<file path="src/rtl/apb_slave_regfile_if.sv">
// APB bus bundle between the AXI4-Lite-to-APB bridge (master) and one
// register-file completer (slave).
interface apb_slave_regfile_if;
  logic [31:0] paddr;
  logic [2:0]  pprot;
  logic        psel;
  logic        penable;
  logic        pwrite;
  logic [31:0] pwdata;
  logic [3:0]  pstrb;
  logic        pready;
  logic [31:0] prdata;
  logic        pslverr;

  modport master (
    output paddr, pprot, psel, penable, pwrite, pwdata, pstrb,
    input  pready, prdata, pslverr
  );

  modport slave (
    input  paddr, pprot, psel, penable, pwrite, pwdata, pstrb,
    output pready, prdata, pslverr
  );
endinterface

</file>
<file path="src/rtl/apb_slave_regfile.sv">
// APB completer holding NUM_REGS 32-bit registers with byte strobes, wait states,
// PSLVERR decode and read-only status mirrors. Optional macro: APB_SLV_PROT_CHECK_EN.
module apb_slave_regfile #(
  parameter int unsigned          NUM_REGS    = 16,
  parameter logic [31:0]          BASE_ADDR   = 32'h0000_0000,
  parameter int unsigned          WAIT_STATES = 0,
  parameter logic [NUM_REGS-1:0]  RO_MASK     = '0,
  parameter logic [31:0]          RESET_VAL   = 32'h0000_0000
) (
  input  logic                      s_apb_pclk,
  input  logic                      s_apb_presetn,
  apb_slave_regfile_if.slave        s_apb,
  input  logic [NUM_REGS*32-1:0]    hw_status,
  output logic [NUM_REGS*32-1:0]    reg_out
);

  localparam logic [31:0] SPAN      = 32'(NUM_REGS * 4);
  localparam logic [3:0]  WAIT_LOAD = 4'(WAIT_STATES);

  typedef enum logic {IDLE, ACCESS} state_e;

  state_e      state_q, state_d;
  logic [3:0]  wait_q, wait_d;
  logic [31:0] addr_q, wdata_q;
  logic [3:0]  strb_q;
  logic        write_q;
  logic [31:0] regs_q [NUM_REGS];

  logic        setup, pready, complete;
  logic [31:0] off;
  logic [7:0]  idx;
  logic        illegal, is_ro, prot_err, wr_commit;
  logic [31:0] rd_word;

  assign setup    = s_apb.psel && !s_apb.penable;
  assign pready   = (state_q == ACCESS) && (wait_q == 4'd0);
  assign complete = (state_q == ACCESS) && s_apb.psel && s_apb.penable && pready;

  // NOTE: state registers use non-blocking assignments; the combinational
  // next-state logic below uses blocking ones with every output defaulted first
  // so no latch can be inferred.
  always_ff @(posedge s_apb_pclk or negedge s_apb_presetn) begin
    if (!s_apb_presetn) begin
      state_q <= IDLE;
      wait_q  <= 4'd0;
    end else begin
      state_q <= state_d;
      wait_q  <= wait_d;
    end
  end

  // A setup cycle restarts the transfer from either state; psel low aborts.
  always_comb begin
    state_d = state_q;
    wait_d  = wait_q;
    if (setup) begin
      state_d = ACCESS;
      wait_d  = WAIT_LOAD;
    end else if (state_q == ACCESS) begin
      if (!s_apb.psel || pready) state_d = IDLE;
      else                       wait_d  = wait_q - 4'd1;
    end
  end

  always_ff @(posedge s_apb_pclk or negedge s_apb_presetn) begin
    if (!s_apb_presetn) begin
      addr_q  <= '0;
      wdata_q <= '0;
      strb_q  <= '0;
      write_q <= 1'b0;
    end else if (setup) begin
      addr_q  <= s_apb.paddr;
      wdata_q <= s_apb.pwdata;
      strb_q  <= s_apb.pstrb;
      write_q <= s_apb.pwrite;
    end
  end

  assign off     = addr_q - BASE_ADDR;
  assign idx     = off[9:2];
  assign illegal = (addr_q < BASE_ADDR) || (off >= SPAN) || (addr_q[1:0] != 2'b00);

  always_comb begin
    is_ro   = 1'b0;
    rd_word = '0;
    for (int i = 0; i < int'(NUM_REGS); i++) begin
      if (idx == 8'(i)) begin
        is_ro   = RO_MASK[i];
        rd_word = RO_MASK[i] ? hw_status[32*i +: 32] : regs_q[i];
      end
    end
  end

`ifdef APB_SLV_PROT_CHECK_EN
  logic priv_q;

  always_ff @(posedge s_apb_pclk or negedge s_apb_presetn) begin
    if (!s_apb_presetn)  priv_q <= 1'b0;
    else if (setup)      priv_q <= s_apb.pprot[0];
  end

  // Unprivileged writes to writable registers are refused; reads pass.
  assign prot_err = write_q && !is_ro && !priv_q;
`else
  assign prot_err = 1'b0;
`endif

  assign s_apb.pready  = pready;
  assign s_apb.pslverr = pready && (illegal || prot_err);
  assign s_apb.prdata  = (pready && !write_q && !illegal) ? rd_word : '0;

  // Read-only targets complete without error but never touch storage.
  assign wr_commit = complete && write_q && !illegal && !prot_err && !is_ro;

  // NOTE: the register bank is a set of flops, not a RAM, so every word is
  // reset; RAM-style storage would be left without a reset instead.
  always_ff @(posedge s_apb_pclk or negedge s_apb_presetn) begin
    if (!s_apb_presetn) begin
      for (int i = 0; i < int'(NUM_REGS); i++) regs_q[i] <= RESET_VAL;
    end else if (wr_commit) begin
      for (int i = 0; i < int'(NUM_REGS); i++) begin
        if (idx == 8'(i)) begin
          for (int k = 0; k < 4; k++) begin
            if (strb_q[k]) regs_q[i][8*k +: 8] <= wdata_q[8*k +: 8];
          end
        end
      end
    end
  end

  for (genvar g = 0; g < int'(NUM_REGS); g++) begin : g_reg_out
    assign reg_out[32*g +: 32] = regs_q[g];
  end

endmodule

</file>
<file path="src/flat_wrapper.sv">
// flat-port wrapper written by rule: the top's interface ports become plain ports
module apb_slave_regfile_flat 
#(
  parameter int unsigned          NUM_REGS    = 16,
  parameter logic [31:0]          BASE_ADDR   = 32'h0000_0000,
  parameter int unsigned          WAIT_STATES = 0,
  parameter logic [NUM_REGS-1:0]  RO_MASK     = '0,
  parameter logic [31:0]          RESET_VAL   = 32'h0000_0000
)
  (s_apb_pclk, s_apb_presetn, hw_status, reg_out, s_apb_paddr, s_apb_pprot, s_apb_psel, s_apb_penable, s_apb_pwrite, s_apb_pwdata, s_apb_pstrb, s_apb_pready, s_apb_prdata, s_apb_pslverr);
  apb_slave_regfile_if s_apb_i ();
  input  logic s_apb_pclk;
  input  logic s_apb_presetn;
  input  logic [NUM_REGS*32-1:0] hw_status;
  output logic [NUM_REGS*32-1:0] reg_out;
  input wire logic [$bits(s_apb_i.paddr)-1:0] s_apb_paddr;
  input wire logic [$bits(s_apb_i.pprot)-1:0] s_apb_pprot;
  input wire logic [$bits(s_apb_i.psel)-1:0] s_apb_psel;
  input wire logic [$bits(s_apb_i.penable)-1:0] s_apb_penable;
  input wire logic [$bits(s_apb_i.pwrite)-1:0] s_apb_pwrite;
  input wire logic [$bits(s_apb_i.pwdata)-1:0] s_apb_pwdata;
  input wire logic [$bits(s_apb_i.pstrb)-1:0] s_apb_pstrb;
  output wire logic [$bits(s_apb_i.pready)-1:0] s_apb_pready;
  output wire logic [$bits(s_apb_i.prdata)-1:0] s_apb_prdata;
  output wire logic [$bits(s_apb_i.pslverr)-1:0] s_apb_pslverr;
  assign s_apb_i.paddr = s_apb_paddr;
  assign s_apb_i.pprot = s_apb_pprot;
  assign s_apb_i.psel = s_apb_psel;
  assign s_apb_i.penable = s_apb_penable;
  assign s_apb_i.pwrite = s_apb_pwrite;
  assign s_apb_i.pwdata = s_apb_pwdata;
  assign s_apb_i.pstrb = s_apb_pstrb;
  assign s_apb_pready = s_apb_i.pready;
  assign s_apb_prdata = s_apb_i.prdata;
  assign s_apb_pslverr = s_apb_i.pslverr;
  apb_slave_regfile #(.NUM_REGS(NUM_REGS), .BASE_ADDR(BASE_ADDR), .WAIT_STATES(WAIT_STATES), .RO_MASK(RO_MASK), .RESET_VAL(RESET_VAL)) u_core (.s_apb_pclk(s_apb_pclk), .s_apb_presetn(s_apb_presetn), .s_apb(s_apb_i), .hw_status(hw_status), .reg_out(reg_out));
endmodule
</file>
<file path="config.mk">
export PLATFORM = sky130hd
export DESIGN_NAME = apb_slave_regfile_flat
export DESIGN_NICKNAME = d
export VERILOG_FILES = /design/src/rtl/apb_slave_regfile_if.sv /design/src/rtl/apb_slave_regfile.sv /design/src/flat_wrapper.sv
export SDC_FILE = /design/constraint.sdc
export NUM_CORES = 1
export LEC_CHECK = 0
export ABC_AREA = 1
export CORE_AREA = 2 2 438 440
export CTS_CLUSTER_SIZE = 30
export DETAILED_ROUTE_END_ITERATION = 8
export DIE_AREA = 0 0 440 442
export PLACE_DENSITY = 0.39
export SLEW_MARGIN = 0
export SYNTH_ARGS = -nofsm -noshare
export SYNTH_HDL_FRONTEND = slang
export SYNTH_SLANG_ARGS = --single-unit
</file>
<file path="constraint.sdc">
create_clock -name s_apb_pclk -period 2.5 [get_ports s_apb_pclk]
set_input_delay 0.5 -clock s_apb_pclk [delete_from_list [all_inputs] [get_ports s_apb_pclk]]
set_output_delay 0.5 -clock s_apb_pclk [all_outputs]
set_load 0.02 [all_outputs]
</file>
# --- Yosys cells after proc, flatten, opt, wreduce, memory -nomap -nowiden ---
# Index checks and enable logic that the tools add are counted.
word_totals:
  latch_bits: 0
  register_bits: 586
  n_memories: 0
  in_bits: 588
  ramBits: 0
  romBits: 0
op_classes:
  eq_ne: 16
  n_reduce_logical: 86
  div: 0
  mul: 0
  n_lt_le_gt_ge: 2
  addsub: 1
  shift: 0
  bitwise: 0
  mux: 23
op_table:
  columns: ["op", "count"]
  rows:
  - ["32-bit two-way mux", 17]
  - ["3-bit AND reduction", 64]
  - ["8-bit by 4-bit equality test with 1-bit output (second input constant)", 8]
  - ["8-bit by 3-bit equality test with 1-bit output (second input constant)", 4]
  - ["32-bit by 7-bit greater-or-equal comparator with 1-bit output (second input constant)", 1]
  - ["32-bit by 1-bit < comparator with 1-bit output (second input constant)", 1]
  - ["8-bit by 2-bit equality test with 1-bit output (second input constant)", 2]
  - ["4-bit two-way mux", 3]
  - ["1-bit logical AND", 10]
  - ["8-bit by 1-bit equality test with 1-bit output (second input constant)", 1]
  - ["8-bit zero test", 1]
  - ["1-bit zero test", 4]
  - ["4-bit zero test", 1]
  - ["2-bit nonzero test", 2]
  - ["4-bit by 1-bit subtractor with 4-bit output (second input constant)", 1]
  - ["1-bit logical OR", 3]
  - ["1-bit two-way mux", 3]
  - ["2-bit by 1-bit != test with 1-bit output (second input constant)", 1]
  - ["2-bit AND reduction", 1]

# --- Logic depth before layout (Yosys ltp) ---
# Gate-level depths: netlist (run 1).
depth:
  ltp_word: 18
  ltp_mapped: 15

# --- Worst setup path before layout (run 1) ---
# No wires, ideal clock.
synth_path:
  path_type: "reg2out"
  startpoint: "register u_core.addr_q[9]"
  endpoint: "output port s_apb_prdata[15]"
  path_buffers: 2
  setup_slack_ns: -0.138
  stages_incl_launch_ff: 12
  required_ns: 2.000
  arrival_time_ns: 2.138
  path_cell_list: "dfrtp_1 -> nor2_2 -> nand2_2 -> nor2_1 -> inv_1 -> nor2_1 -> inv_1 -> clkbuf_1 -> clkbuf_1 -> nand2_1 -> nor2_1 -> nor2_1"
synth_via:
  elab_chain_len: 18
synth_lines:
  columns: ["element", "line", "rtl"]
  rows:
  - ["start, declared", "apb_slave_regfile.sv:24", "logic [31:0] addr_q, wdata_q;"]
  - ["start signal, assigned", "apb_slave_regfile.sv:72", "addr_q <= s_apb.paddr;"]
  - ["8-bit zero test", "apb_slave_regfile.sv:87", "if (idx == 8'(i)) begin"]
  - ["32-bit two-way mux (16 in a row)", "apb_slave_regfile.sv:87", null]
  - ["32-bit two-way mux *", "apb_slave_regfile.sv:110", "assign s_apb.prdata = (pready && !write_q && !illegal) ? rd_word : '0;"]
  - ["end, declared", "flat_wrapper.sv:24", "output wire logic [$bits(s_apb_i.prdata)-1:0] s_apb_prdata;"]
# Mark *: on every way between the ends. The rest lies on a longest branch, timed or not.

# --- Worst setup path in the final report (run 1) ---
layout_path:
  startpoint: "register u_core.addr_q[6]"
  endpoint: "output port s_apb_prdata[31]"
# The elaborated chain is that of the path after synthesis.

==> results of run 1 <==
==> routing by layer <==
layer,up-vias,wire (um),track usage
met4,8,4000,0.0389
met3,167,17100,0.0726
met1,12600,68300,0.203
li1,12200,-,-
met2,810,70900,0.251
met5,-,46,0
==> per-stage QoR <==
step                setup TNS [ps]  area [um^2]
finish                     -135270        43500
global route               -261440        43500
CTS                        -219120        42600
detailed placement         -171310        39000
global placement           -142750        39000
floorplan                        0        26300
==> cell usage after synthesis <==
cell         n
or2_2       14
nand2_1   1025
buf_12       1
o21ai_0    195
nor2_1     254
a21oi_1     39
inv_1      175
buf_1        5
clkinv_1     1
nand3_1    101
o21bai_1     1
ha_1         1
nand2_4     40
nor3_2       1
buf_2       22
nand4_4      1
clkbuf_1   109
nor4_1       2
inv_2        3
buf_6       40
nor3_1       5
o21ai_1    366
nand2_2     13
nor3_4       4
dfrtp_1    586
nor2_2       5
nand4_1     91
nor2_8      10
or2_1        1
==> state kept, by name (all words and copies together) (netlist names) <==
signal,count
u_core.state_q,1
u_core.reg_out,512
u_core.addr_q,32
u_core.wdata_q,32
u_core.strb_q,4
u_core.write_q,1
u_core.wait_q,4
==> power by group through the flow <==
stage / logic, mW / registers (mW) / clock network (mW)
2_1_floorplan: 0.723 / 9.89 / 0
3_3_place_gp: 2.01 / 9.90 / 0
3_5_place_dp: 2.02 / 9.91 / 0
4_1_cts: 2.15 / 9.74 / 12.1
5_1_grt: 2.37 / 9.76 / 12.4
6_report: 2.17 / 9.75 / 11.7
==> cell families after synthesis <==
family / after synthesis
AOI/OAI and AO/OA: 601
buffers and inverters: 356
and+or+nand+nor: 1567
DFF: 586
adders and majority gates: 1
==> area by class of cell <==
| type | instances | area share |
|---|---|---|
| antenna | 4 | 0.000230 |
| inverter | 179 | 0.0159 |
| timing repair buffer | 1126 | 0.263 |
| tap | 2511 | 0.0722 |
| multi-input combinational | 2169 | 0.252 |
| sequential | 586 | 0.337 |
| clock inverter | 33 | 0.0101 |
| clock buffer | 102 | 0.0492 |
==> final timing paths <==
kind	slack (ps)	endpoint	from	cells past startpoint
max in group asynchronous	1200	u_core.reg_out[90]	s_apb_presetn	4
min	340	u_core.addr_q[14]	s_apb_paddr[14]	3
min reg2reg	470	u_core.addr_q[1]	u_core.addr_q[1]	2
min in group asynchronous	360	u_core.reg_out[493]	s_apb_presetn	2
max reg2reg	-290	u_core.reg_out[152]	u_core.addr_q[6]	15
max	-1190	s_apb_prdata[31]	u_core.addr_q[6]	17
==> timing repair <==
action / CTS / global route
gates resized for setup: 270 / 184
endpoints found under the hold margin: 34 / 0
pin swaps: 85 / 130
hold buffers: 1 / 0
gates cloned: 2 / 2
buffers inserted: 45 / 17
endpoints found under the setup margin: 588 / 595
==> critical path, stage by stage, from the launching register on <==
cell,delay [ps]
dfrtp_1,360
nor2_2,60
nand2_2,90
buf_6,120
nor2_4,40
buf_12,150
buf_6,130
nand2_2,60
nand3_2,80
nor2_2,130
nand4_1,180
nor2_2,180
nand4_1,250
nor2_2,210
nand4_1,160
nand2_1,110
inv_1,50
buf_6,120
==> impl_results.md, run 1 <==
* Post-layout util at 0.229
* Largest buffer count on any clock path at 3
* Worst EP required at 2000 ps
* Worst-path maximum fanout at 6
* Cell taking the most area after synthesis: dfrtp_1
* Clk pin slew, worst setup/hold paths at ~70 ps
* Highest clock rate at 271 MHz
* Mapped Cells at roughly 3100
* Multiplexer share of the synthesized area at 0
* Placer Congestion at 0.845
* Core box area at 190000 um^2
* Place WS at -1080 ps
* Seq/Total Area, Yosys at 0.559
* Pwr Total at 23.6 mW
* XOR/XNOR Fraction of Synth Area at 0
* Yosys reg bits at a little under 600
* CP Class: flop to output port
* Area taken by flip-flops and latches at 14700 um^2
* Period utilization at 1.48
* Comb pwr share at 0.092
* Yosys top cell area share at 0.559
* Final Hold Viols at 0
* Drt pass-1 iters at 5
* Syn_nets at 3700
* Multi-input logic area at ~11000 um^2
* CTS H-tree lvls at 3
* PwrDens at approximately 540 nW/um^2
* Setup crit end kind: output port
* Area Growth Syn to Fin at 65.8%
* Worst-Margin Slew at about 880 ps
* Post-Route WL at 160000 um
* CP startpoint kind: flop
* Worst-Skew Late Latency at 700 ps
* Fin worst setup slack at -1190 ps
* Post-DRT Antenna Nets at 0
* Post-DR wirelength/cell at between 20 and 25 um
* Commonest non-fill, non-tap cell in the layout: nand2_1
* Max VDD drop at 544 uV
* Overall die area at 194000 um^2
* Pins Over Slew Limit at 0
* Pint at about 17 mW
* Clock buffer count from CTS at 76
* Clk pwr share at 0.496
* Failing checks: setup timing
* Initial antenna violation count at 16
* CTS root buf: clkbuf_16
* Layout cell share with drive strength beyond 1 at 0.231
* Largest cells by area after synthesis: dfrtp_1 56%, nand2_1 15%, o21ai_1 7.0%, o21ai_0 3.7%, nor2_1 3.6%
* Synth Area in Simple Gates at 0.262
* RSZ-0062 raised after global routing: true
* Static Leak at 19.1 nW
* Minimum clock period at 3690 ps
* Hold_ws at 341 ps
* Die height at 442 um
* Hpwl dp at roughly 130000 um
* Vias in the first global route at around 26000
* Status: complete, but fails checks
* Compound-Gate Fraction of Synth Area at 0.115
* DR vias/cell at slightly below 4
* Post-Layout Cell Count at 6710
* Max cap viols at 0
* Most frequent cells in the layout: 979 x nand2_1, 584 x dfrtp_1, 563 x clkdlybuf4s50_1
* Clock Sink Count at 586
* Sw Pwr at about 6.4 mW
* Area share of fa/ha/maj cells after synthesis at 0.000477
* Total number of vias at 25800
* Sequential Power Share at 0.412
* Grt ovf at 0
* Largest net degree at the start of global routing at 75
* Nets@finish at 4727
* Final-report setup violation count at 556
* Yosys cell types at 29
* Synthesized area per cell at 8.43 um^2
* Placed Cells at 6507
* Chip width at 440 um
* Synthesized area at 26200 um^2
* Worst Hold Class: input port to flop
* Main combinational cell family by area after synthesis: simple AND/OR/NAND/NOR gates
* Residual DRC at 0
* Worst Path Arrival at between 3000 and 4000 ps
* Slew HR at 0.415
* CTS tree: done
* Fillers at 20800
* Iteration-0 DRC Markers at 1832
* Ports at 1134
* Initial Utilization at 0.138
* Clock Skews at 40.1 ps
* Synthesis Warnings at 0
* GRT Total Usage at 0.162
* Switch share at 0.269
* # rows at 160
* Number of port buffers at around 600
* Global-route wire length before repair at 218000 um
Power figures use the tool's default switching activity.
==> run 2: changes to the inputs <==
--- a/config.mk
+++ b/config.mk
@@ -11,6 +11,7 @@
 export DETAILED_ROUTE_END_ITERATION = 8
 export DIE_AREA = 0 0 440 442
 export PLACE_DENSITY = 0.39
+export SETUP_SLACK_MARGIN = 0.3
 export SLEW_MARGIN = 0
 export SYNTH_ARGS = -nofsm -noshare
 export SYNTH_HDL_FRONTEND = slang
==> constraint.sdc (replaced) <==
create_clock -name s_apb_pclk -period 2.5 [get_ports s_apb_pclk]
set_input_delay 0.5 -clock s_apb_pclk [delete_from_list [all_inputs] [get_ports s_apb_pclk]]
set_output_delay 0.5 -clock s_apb_pclk [all_outputs]
set_load 0.005 [all_outputs]
==> impl_results.md, run 2 (synthesis gave the netlist of run 1 again) <==
* Status: complete, but fails checks
* Failing checks: setup timing
* Post-layout util at 0.248 (+0.0182)
* Chip width at 440 um (unchanged)
* Post-DR wirelength/cell at 25.4 um (+6.4%)
* Fillers at 20600 (-1.1%)
* Worst Path Buf+Inv at 5 (unchanged)
* Sw Pwr at 6.68 mW (+4.9%)
* Final-report setup violation count at 557 (+0.18%)
* Post-Route WL at 174000 um (+8.4%)
* Worst Path Arrival at 3160 ps (-30 ps)
* CTS root buf: clkbuf_16
* Worst-Margin Slew at 1430 ps (+553 ps)
* # rows at 160 (unchanged)
* Largest net degree at the start of global routing at 107 (+43%)
* Slew HR at 0.0462 (-0.369)
* Worst-Skew Late Latency at 710 ps (about the same)
* Worst-path maximum fanout at 5 (-1)
* Pins Over Slew Limit at 0 (unchanged)
* Sequential Power Share at 0.405 (-0.007)
* Vias in the first global route at 26400 (+3.3%)
* GRT Total Usage at 0.169 (+0.00703)
* Clk pin slew, worst setup/hold paths at 60 ps (about the same)
* RSZ-0062 raised after global routing: true
* CP max stage cell: dfrtp_1
* CTS H-tree lvls at 3 (unchanged)
* Global-route wire length before repair at 227000 um (+4.1%)
* Initial antenna violation count at 12 (-4)
* Period utilization at 1.46 (-0.0117)
* Placer Congestion at 0.862 (+2.0%)
* CP cell instances: nor2_2, nand2_2, clkinv_4, buf_12, buf_16, buf_8, nand3_4, nand2_4, nor2_4, nand4_1, nand2_2, nand4_1, nor2_2, nand4_1, nor2_1, nor2_2, buf_2
* CP startpoint kind: flop
* Die height at 442 um (unchanged)
* Total number of vias at 27600 (+7.2%)
* Fin worst setup slack at -1160 ps (+29.3 ps)
* Area Growth Syn to Fin at 79.0%
* Clock buffer count from CTS at 75 (-1.3%)
* Hold_ws at 331 ps (-10.8 ps)
* Pint at 17.4 mW (+0.86%)
* CP Class: flop to output port
* Hpwl dp at 129000 um (+0.89%)
* Iteration-0 DRC Markers at 2348 (+28%)
* Overall die area at 194000 um^2 (unchanged)
* Clk pwr share at 0.487 (-0.009)
* Minimum clock period at 3660 ps (-29.3 ps)
* Critical Path Max Stage Delay at 360 ps (about the same)
* Core box area at 190000 um^2 (unchanged)
* Worst EP required at 2000 ps (about the same)
* Static Leak at 20.3 nW (+6.4%)
* Worst Hold Class: input port to flop
* Largest buffer count on any clock path at 3 (unchanged)
* Max cap viols at 0 (unchanged)
* Clock Skews at 31.0 ps (-9.11 ps)
* CTS tree: done
* Nets@finish at 4851 (+2.6%)
* Comb pwr share at 0.108 (+0.016)
* Highest clock rate at 273 MHz (+0.80%)
* DR vias/cell at 4.05 (+5.3%)
* Commonest non-fill, non-tap cell in the layout: nand2_1
* Residual DRC at 0 (unchanged)
* Post-DRT Antenna Nets at 0 (unchanged)
* Number of port buffers at 618 (unchanged)
* Final Hold Viols at 0 (unchanged)
* Most frequent cells in the layout: 725 x nand2_1, 584 x dfrtp_1, 582 x clkdlybuf4s50_1
* Clock Sink Count at 586 (unchanged)
* Setup crit end kind: output port
* Grt ovf at 0 (unchanged)
* Switch share at 0.277 (+0.00778)
* Crit path max-delay family: simple AND/OR/NAND/NOR gates
* Ports at 1134 (unchanged)
* Layout cell share with drive strength beyond 1 at 0.339 (+0.109)
* Max reg flops at 512 (unchanged)
* Max VDD drop at 415 uV (-24%)
* PwrDens at 513 nW/um^2 (-5.6%)
* Initial Utilization at 0.138 (unchanged)
* Drt pass-1 iters at 5 (unchanged)
-- run 2: layer usage --
metal | vias to the layer above | part of all wire | global-route usage
li1 | 12500 | - | -
met1 | 13800 | 0.44 | 0.224
met2 | 1119 | 0.43 | 0.253
met3 | 168 | 0.10 | 0.0662
met4 | 4 | 0.028 | 0.0447
met5 | - | 0.00016 | 0
-- run 2: path summary, 6_finish.rpt --
check                           depth (start not counted)  slack [ps]              start                  end
worst max-delay path                                   17       -1160   u_core.addr_q[7]     s_apb_prdata[21]
worst min-delay path                                    3         330    s_apb_paddr[11]    u_core.addr_q[11]
worst max register to register                         20        -650   u_core.addr_q[7]  u_core.reg_out[443]
worst min register to register                          2         470  u_core.addr_q[22]    u_core.addr_q[22]
max in group asynchronous                               3        1260      s_apb_presetn  u_core.reg_out[186]
min in group asynchronous                               2         410      s_apb_presetn  u_core.reg_out[489]
-- run 2: per-stage QoR --
step	total power [mW]	std cells	instance area [um^2]	TNS [ps]	worst slack (ps)
floorplan	10.6	3111	26300	0	202
global placement	11.9	6544	39200	-171990	-1010
detailed placement	12.0	6544	39200	-192630	-1010
CTS	24.3	6777	44200	-287470	-1330
global route	25.0	6832	47000	-366410	-1350
finish	24.1	6832	47000	-272260	-1160
-- run 2: timing repair --
item | CTS | global route
setup endpoints to repair | 926 | 921
hold buffers | 1 | 0
cloned | 24 | 34
gates resized for setup | 485 | 650
hold endpoints to repair | 32 | 0
pin swaps | 219 | 152
buffers inserted | 76 | 17
-- run 2: power by group through the flow --
| stage | combinational (mW) | clock, mW | sequential (mW) |
|---|---|---|---|
| after floorplan | 0.721 | 0 | 9.89 |
| after global placement | 2.04 | 0 | 9.91 |
| after detailed placement | 2.05 | 0 | 9.91 |
| after CTS | 2.49 | 12.0 | 9.75 |
| after global routing | 2.80 | 12.4 | 9.78 |
| final | 2.60 | 11.7 | 9.76 |
-- run 2: area by class of cell --
| class | instances | area, um^2 | share of cell area |
|---|---|---|---|
| repair buffers | 1221 | 12800 | 0.272 |
| flip-flops and latches | 586 | 14700 | 0.312 |
| clock buffers | 101 | 2170 | 0.0461 |
| multi-input cells | 2199 | 13100 | 0.279 |
| clock inverters | 31 | 410 | 0.00874 |
| well taps | 2511 | 3140 | 0.0669 |
| inverters | 179 | 692 | 0.0147 |
| diodes | 4 | 10.0 | 0.000213 |
-- run 2: worst min-delay path: stages --
cell and delay, ps:
clkdlybuf4s50_1 390, nand2_1 60, nand2_1 40
